**src/rtl/det_seq_ctrl.sv**
```systemverilog
// det_seq_ctrl: table-driven stimulus/check sequencer for a fixed-point model under test
module det_seq_ctrl #(
  parameter int WIDTH      = 18,
  parameter int DEPTH      = 16,
  parameter int RST_CYCLES = 4,
  parameter int AW         = $clog2(DEPTH)
) (
  input  logic             clk,
  input  logic             rst,
  input  logic             cfg_we,
  input  logic [AW-1:0]    cfg_addr,
  input  logic [WIDTH-1:0] cfg_in_code,
  input  logic [WIDTH-1:0] cfg_exp_code,
  input  logic [15:0]      hold_cycles,
  input  logic [WIDTH-1:0] tol,
  input  logic [AW:0]      num_steps,
  input  logic             start,
  output logic             model_rst,
  output logic [WIDTH-1:0] v_in_code,
  input  logic [WIDTH-1:0] v_out_code,
  output logic             busy,
  output logic             done,
  output logic [AW:0]      pass_cnt,
  output logic [AW:0]      fail_cnt,
  output logic             first_fail_valid,
  output logic [AW-1:0]    first_fail_idx
);
  localparam int RW = $clog2(RST_CYCLES + 1);
  typedef enum logic [1:0] {IDLE, RESET, HOLD, DONE} state_t;
  state_t state_q, state_d;
  logic [WIDTH-1:0] tbl_in [DEPTH];
  logic [WIDTH-1:0] tbl_exp [DEPTH];
  logic model_rst_q, model_rst_d, busy_q, busy_d, done_q, done_d, ffv_q, ffv_d;
  logic [WIDTH-1:0] v_in_q, v_in_d, tol_q, tol_d, exp_code;
  logic [AW:0] pass_q, pass_d, fail_q, fail_d, steps_q, steps_d, nxt;
  logic [AW-1:0] ffi_q, ffi_d, idx_q, idx_d;
  logic [15:0] hcnt_q, hcnt_d, hold_q, hold_d;
  logic [RW-1:0] rcnt_q, rcnt_d;
  logic signed [WIDTH:0] diff;
  logic [WIDTH:0] mag;
  logic ok, last, wr;
  // one extra bit keeps |out - exp| exact across the full signed range
  always_comb begin
    exp_code = tbl_exp[idx_q];
    diff = $signed({v_out_code[WIDTH-1], v_out_code}) - $signed({exp_code[WIDTH-1], exp_code});
    mag = diff[WIDTH] ? -diff : diff;
    ok = mag <= {1'b0, tol_q};
    nxt = {1'b0, idx_q} + (AW+1)'(1);
    last = nxt >= steps_q;
    state_d = state_q;
    model_rst_d = model_rst_q;
    v_in_d = v_in_q;
    busy_d = busy_q;
    done_d = 1'b0;
    pass_d = pass_q;
    fail_d = fail_q;
    ffv_d = ffv_q;
    ffi_d = ffi_q;
    idx_d = idx_q;
    hcnt_d = hcnt_q;
    hold_d = hold_q;
    tol_d = tol_q;
    steps_d = steps_q;
    rcnt_d = rcnt_q;
    wr = 1'b0;
    case (state_q)
      IDLE: begin
        model_rst_d = 1'b1;
        wr = cfg_we && !start;
        if (start) begin
          state_d = RESET;
          hold_d = hold_cycles == 16'd0 ? 16'd1 : hold_cycles;
          tol_d = tol;
          steps_d = num_steps > (AW+1)'(DEPTH) ? (AW+1)'(DEPTH) : num_steps;
          pass_d = '0;
          fail_d = '0;
          ffv_d = 1'b0;
          ffi_d = '0;
          busy_d = 1'b1;
          v_in_d = tbl_in[0];
          idx_d = '0;
          rcnt_d = '0;
        end
      end
      RESET: begin
        rcnt_d = rcnt_q + RW'(1);
        if (rcnt_q == RW'(RST_CYCLES - 1)) begin
          hcnt_d = '0;
          state_d = steps_q == '0 ? DONE : HOLD;
          model_rst_d = steps_q == '0;
          busy_d = steps_q != '0;
          done_d = steps_q == '0;
        end
      end
      HOLD: begin
        hcnt_d = hcnt_q + 16'd1;
        if (hcnt_q == hold_q - 16'd1) begin
          pass_d = ok ? pass_q + (AW+1)'(1) : pass_q;
          fail_d = ok ? fail_q : fail_q + (AW+1)'(1);
          ffv_d = ffv_q || !ok;
          ffi_d = (!ok && !ffv_q) ? idx_q : ffi_q;
          if (last) begin
            state_d = DONE;
            busy_d = 1'b0;
            done_d = 1'b1;
            model_rst_d = 1'b1;
          end else begin
            idx_d = nxt[AW-1:0];
            v_in_d = tbl_in[nxt[AW-1:0]];
            hcnt_d = '0;
          end
        end
      end
      default: state_d = IDLE;
    endcase
  end
  always_ff @(posedge clk) begin
    if (rst) begin
      state_q <= IDLE;
      model_rst_q <= 1'b1;
      v_in_q <= '0;
      busy_q <= 1'b0;
      done_q <= 1'b0;
      pass_q <= '0;
      fail_q <= '0;
      ffv_q <= 1'b0;
      ffi_q <= '0;
      idx_q <= '0;
      hcnt_q <= '0;
      hold_q <= 16'd1;
      tol_q <= '0;
      steps_q <= '0;
      rcnt_q <= '0;
    end else begin
      state_q <= state_d;
      model_rst_q <= model_rst_d;
      v_in_q <= v_in_d;
      busy_q <= busy_d;
      done_q <= done_d;
      pass_q <= pass_d;
      fail_q <= fail_d;
      ffv_q <= ffv_d;
      ffi_q <= ffi_d;
      idx_q <= idx_d;
      hcnt_q <= hcnt_d;
      hold_q <= hold_d;
      tol_q <= tol_d;
      steps_q <= steps_d;
      rcnt_q <= rcnt_d;
    end
  end
  always_ff @(posedge clk) begin
    if (wr) begin
      tbl_in[cfg_addr] <= cfg_in_code;
      tbl_exp[cfg_addr] <= cfg_exp_code;
    end
  end
  assign model_rst = model_rst_q;
  assign v_in_code = v_in_q;
  assign busy = busy_q;
  assign done = done_q;
  assign pass_cnt = pass_q;
  assign fail_cnt = fail_q;
  assign first_fail_valid = ffv_q;
  assign first_fail_idx = ffi_q;
endmodule

```
**config.mk**
```make
export PLATFORM = sky130hd
export DESIGN_NAME = det_seq_ctrl
export DESIGN_NICKNAME = d
export VERILOG_FILES = /design/src/rtl/det_seq_ctrl.sv
export SDC_FILE = /design/constraint.sdc
export NUM_CORES = 1
export LEC_CHECK = 0
export CAP_MARGIN = 30
export CORE_MARGIN = 1
export CORE_UTILIZATION = 50
export CTS_BUF_LIST = sky130_fd_sc_hd__clkbuf_16
export CTS_CLUSTER_DIAMETER = 60
export DETAILED_ROUTE_END_ITERATION = 7
export PLACE_DENSITY = 0.68
export RECOVER_POWER = 25
export SLEW_MARGIN = 20
export SYNTH_ARGS = -nofsm -noshare
export SYNTH_HDL_FRONTEND = slang
export SYNTH_SLANG_ARGS = --single-unit
```
**constraint.sdc**
```tcl
create_clock -name clk -period 13.3 [get_ports clk]
set_clock_uncertainty 0.2 [all_clocks]
set_input_delay 2.66 -clock clk [delete_from_list [all_inputs] [get_ports clk]]
set_output_delay 2.66 -clock clk [all_outputs]
set_load 0.02 [all_outputs]
```
==> reports/results.txt <==
RSZ-0062 raised after global routing: false
Tmin final: 8.23 ns
Share of cells above drive strength 1: 18.9%
Count of final setup violators: 0
DR vias: 16300
Hold Vio Cnt, Final: 0
Crit start category: flip-flop
Slew margin rel.: 38.4%
Synth-to-layout area growth: 16.4%
First-pass GRT wire length: 101 mm
Max Fclk: 121 MHz
Total Wirelength: 66.5 mm
Final period util: 61.9%
Die area: 58600 um2
DRT iter0 DRCs: 1433
Fin. max-slew vios: 0
CTS max path bufs: 3
Total Neg Setup Slack: 0 ns
Final Power: 5.10 mW
Largest net degree at the start of global routing: 69
Nets@finish: 2055
Setup crit end kind: flip-flop
FFs w/ async S/R, synth: 0%
DRC viols: 0
Synth Area per Inst: 16.5 um2
Multi-input logic area: 9040 um2
Setup repair bufs after CTS: 0
Total GRT Usage: 22.9%
Main flop type after synthesis: edfxtp_1
Initial antenna violation count: 8
Metal2 WL: 33.1 mm
Via density: 6.02
Final non-filler cell area: 33600 um2
Post-synthesis instance area: 28800 um2
Reg area: 19400 um2
TritonCTS Buffers: 70
CTS resizes: 0
Final ANT Viol Nets: 0
Max cap viols: 0
Post-synth top area share: 60.0%
Critical Path RT: 13.60 ns
Synth area leader: edfxtp_1
CP peak stage delay: 0.78 ns
Worst hold path type: flip-flop to flip-flop
Syn Nets: 1899
Worst path arrival time: 8.53 ns
Kind of critical path: flip-flop to flip-flop
IO Port Bufs: 136
Max Used Layer: met5
Root buffer cell: clkbuf_16
Die Span X: 242 um
Wl on met1: 27.2 mm
Netlist cell types: 78
Seq cells post-synth: 680
Lkg Pwr: 10.8 nW
CTS tree: done
Length of routed met3 wiring: 4.82 mm
Vias in the first global route: 16700
Num rows: 87
Sequential share of the synthesized area: 67.2%
Starting Density: 50.8%
Clk Latency, worst-skew pair: 0.61 ns
Core region area: 56700 um2
Area after DPL: 31200 um2
CTS Hold Bufs: 0
Die height: 242 um
TritonCTS Sinks: 680
Crit path cell chain: buf_4, mux4_2, mux4_2, ha_1, fa_1, nor2b_1, o31ai_1, a21oi_1, xor2_1, or3_1, nand2b_1, or3_1, or4_4, o21ai_2, xor2_1, ha_1, a21oi_1, nor2b_1, o2111a_1, a221oi_1, a21o_1, nand2_1, o31a_1, a22o_1
CP max FO: 41
Total power divided by cell area: 152 nW/um2
Slew @ Worst Pin: 0.923 ns
Grt ovf: 0
Reg clk slew, reported paths: 0.06 ns
Status: finished clean
VDD IR max: 0.114 mV
Synth Warn #: 0
Largest cells by area after synthesis: edfxtp_1 (60%), mux4_2 (14%), dfxtp_1 (7.2%)
Final Wtd Congestion: 0.907
Half-perimeter wire length after placement: 36.9 mm
Slowest-stage cell, CP: buf_4
I/O pin cnt: 137
Cells after Synth: 1744
Fillers: 4111
Drt first pass iters: 5
H-tree Lvls: 3
Post-DR wirelength/cell: 24.5 um
Post-synth EDFFs: 576
-- metrics by stage --
step / util [%] / setup slack [ns] / hold WS [ns] / instances
2_1_floorplan: - / 5.80 / 0.236 / 1744
3_3_place_gp: 54.9 / 4.77 / 0.247 / 2581
3_5_place_dp: 55.0 / 4.56 / 0.252 / 2583
4_1_cts: 59.1 / 4.99 / 0.262 / 2712
5_1_grt: 59.2 / 4.49 / 0.277 / 2714
6_report: 59.2 / 5.07 / 0.259 / 2714
-- layout by cell type (no fill, tap or decap), drive strengths merged, types with 11 or more instances in the layout --
| cell type | Yosys | routed |
|---|---|---|
| dfxtp | 104 | 104 |
| inv | 58 | 81 |
| edfxtp | 576 | 576 |
| nand4 | 11 | 11 |
| clkdlybuf4s50 | 0 | 110 |
| or3 | 11 | 11 |
| xnor2 | 30 | 30 |
| a21oi | 89 | 89 |
| o21ai | 41 | 41 |
| xor2 | 13 | 13 |
| nor3b | 14 | 14 |
| clkbuf | 59 | 70 |
| nor3 | 25 | 25 |
| nor2 | 88 | 88 |
| mux4 | 180 | 180 |
| clkinv | 0 | 25 |
| dlygate4sd3 | 0 | 25 |
| buf | 23 | 31 |
| nand3 | 26 | 26 |
| a21o | 15 | 15 |
| mux2i | 24 | 24 |
| and3 | 14 | 14 |
| a211oi | 25 | 25 |
| nor2b | 15 | 15 |
| nand2 | 113 | 113 |
| ha | 53 | 53 |
-- synth_stat cells, types with 11 or more instances --
library cell  count
inv_1            58
nor3_1           25
nor3b_1          14
nor2_1           88
xnor2_1          30
nand2_1         113
or3_1            11
nand4_1          11
nor2b_1          15
buf_1            16
a21oi_1          88
dfxtp_1         104
mux2i_1          24
ha_1             53
nand3_1          26
and3_1           14
clkbuf_1         59
a211oi_2         13
a211oi_1         12
mux4_2          180
o21ai_0          39
xor2_1           13
edfxtp_1        576
a21o_1           15
-- critical path: cells and delay by family, from the launching register on --
family	cells	cell delay [ns]
mux	2	1.08
xor+xnor	2	0.25
flops	1	0.75
buf+inv	1	0.78
compound gates	9	2.02
fa+ha+maj	3	0.95
simple gates	7	2.01
-- cells by family (layout without fill, tap and decap cells) --
kind of cell,count (synthesis),in the layout,synth area share (%)
mux,206,206,15.0
xor+xnor,43,43,1.31
simple gates,378,378,6.55
other cells,0,1,0
buf+inv,140,353,1.89
compound gates,243,243,5.68
fa+ha+maj,54,54,2.37
flops,680,680,67.2
-- area by class of cell --
class / instances / share of cell area (%)
diodes: 1 / 0.00746
well taps: 756 / 2.82
inverters: 58 / 0.649
multi-input cells: 924 / 27.0
repair buffers: 166 / 4.84
clock buffers: 70 / 5.22
clock inverters: 59 / 1.73
flip-flops and latches: 680 / 57.8
-- per-layer routing --
metal  track usage (%)  vias up
met5                 0        -
met4              6.91        6
met3              4.19      100
met2              38.7      634
met1              30.3     8362
li1                  -     7241
-- path summary, 6_finish.rpt --
kind | start | to | slack (ns) | cells past startpoint
worst min register to register | tol_q[7]$_SDFFE_PP0P_ | tol_q[7]$_SDFFE_PP0P_ | 0.26 | 2
worst min-delay path | tol_q[7]$_SDFFE_PP0P_ | tol_q[7]$_SDFFE_PP0P_ | 0.26 | 2
worst max register to register | flip-flop | first_fail_idx[3]$_SDFFE_PP0P_ | 5.07 | 24
worst max-delay path | flip-flop | first_fail_idx[3]$_SDFFE_PP0P_ | 5.07 | 24
-- flip-flops by register name, summed over array words and instances, names as in the netlist, named ones only --
register,count
tbl_exp,288
tbl_in,288
tol_q,18
v_in_code,18
hcnt_q,16
hold_q,16
fail_cnt,5
pass_cnt,5
steps_q,5
first_fail_idx,4
idx_q,4
rcnt_q,3
state_q,2
busy,1
done,1
first_fail_valid,1
model_rst,1
-- report_power, final --
group	switching (mW)	internal, mW
combinational	0.417	0.258
sequential	0.0528	2.39
clock	0.817	1.16
total	1.29	3.81
No activity file was read; power rests on OpenSTA's default activity.
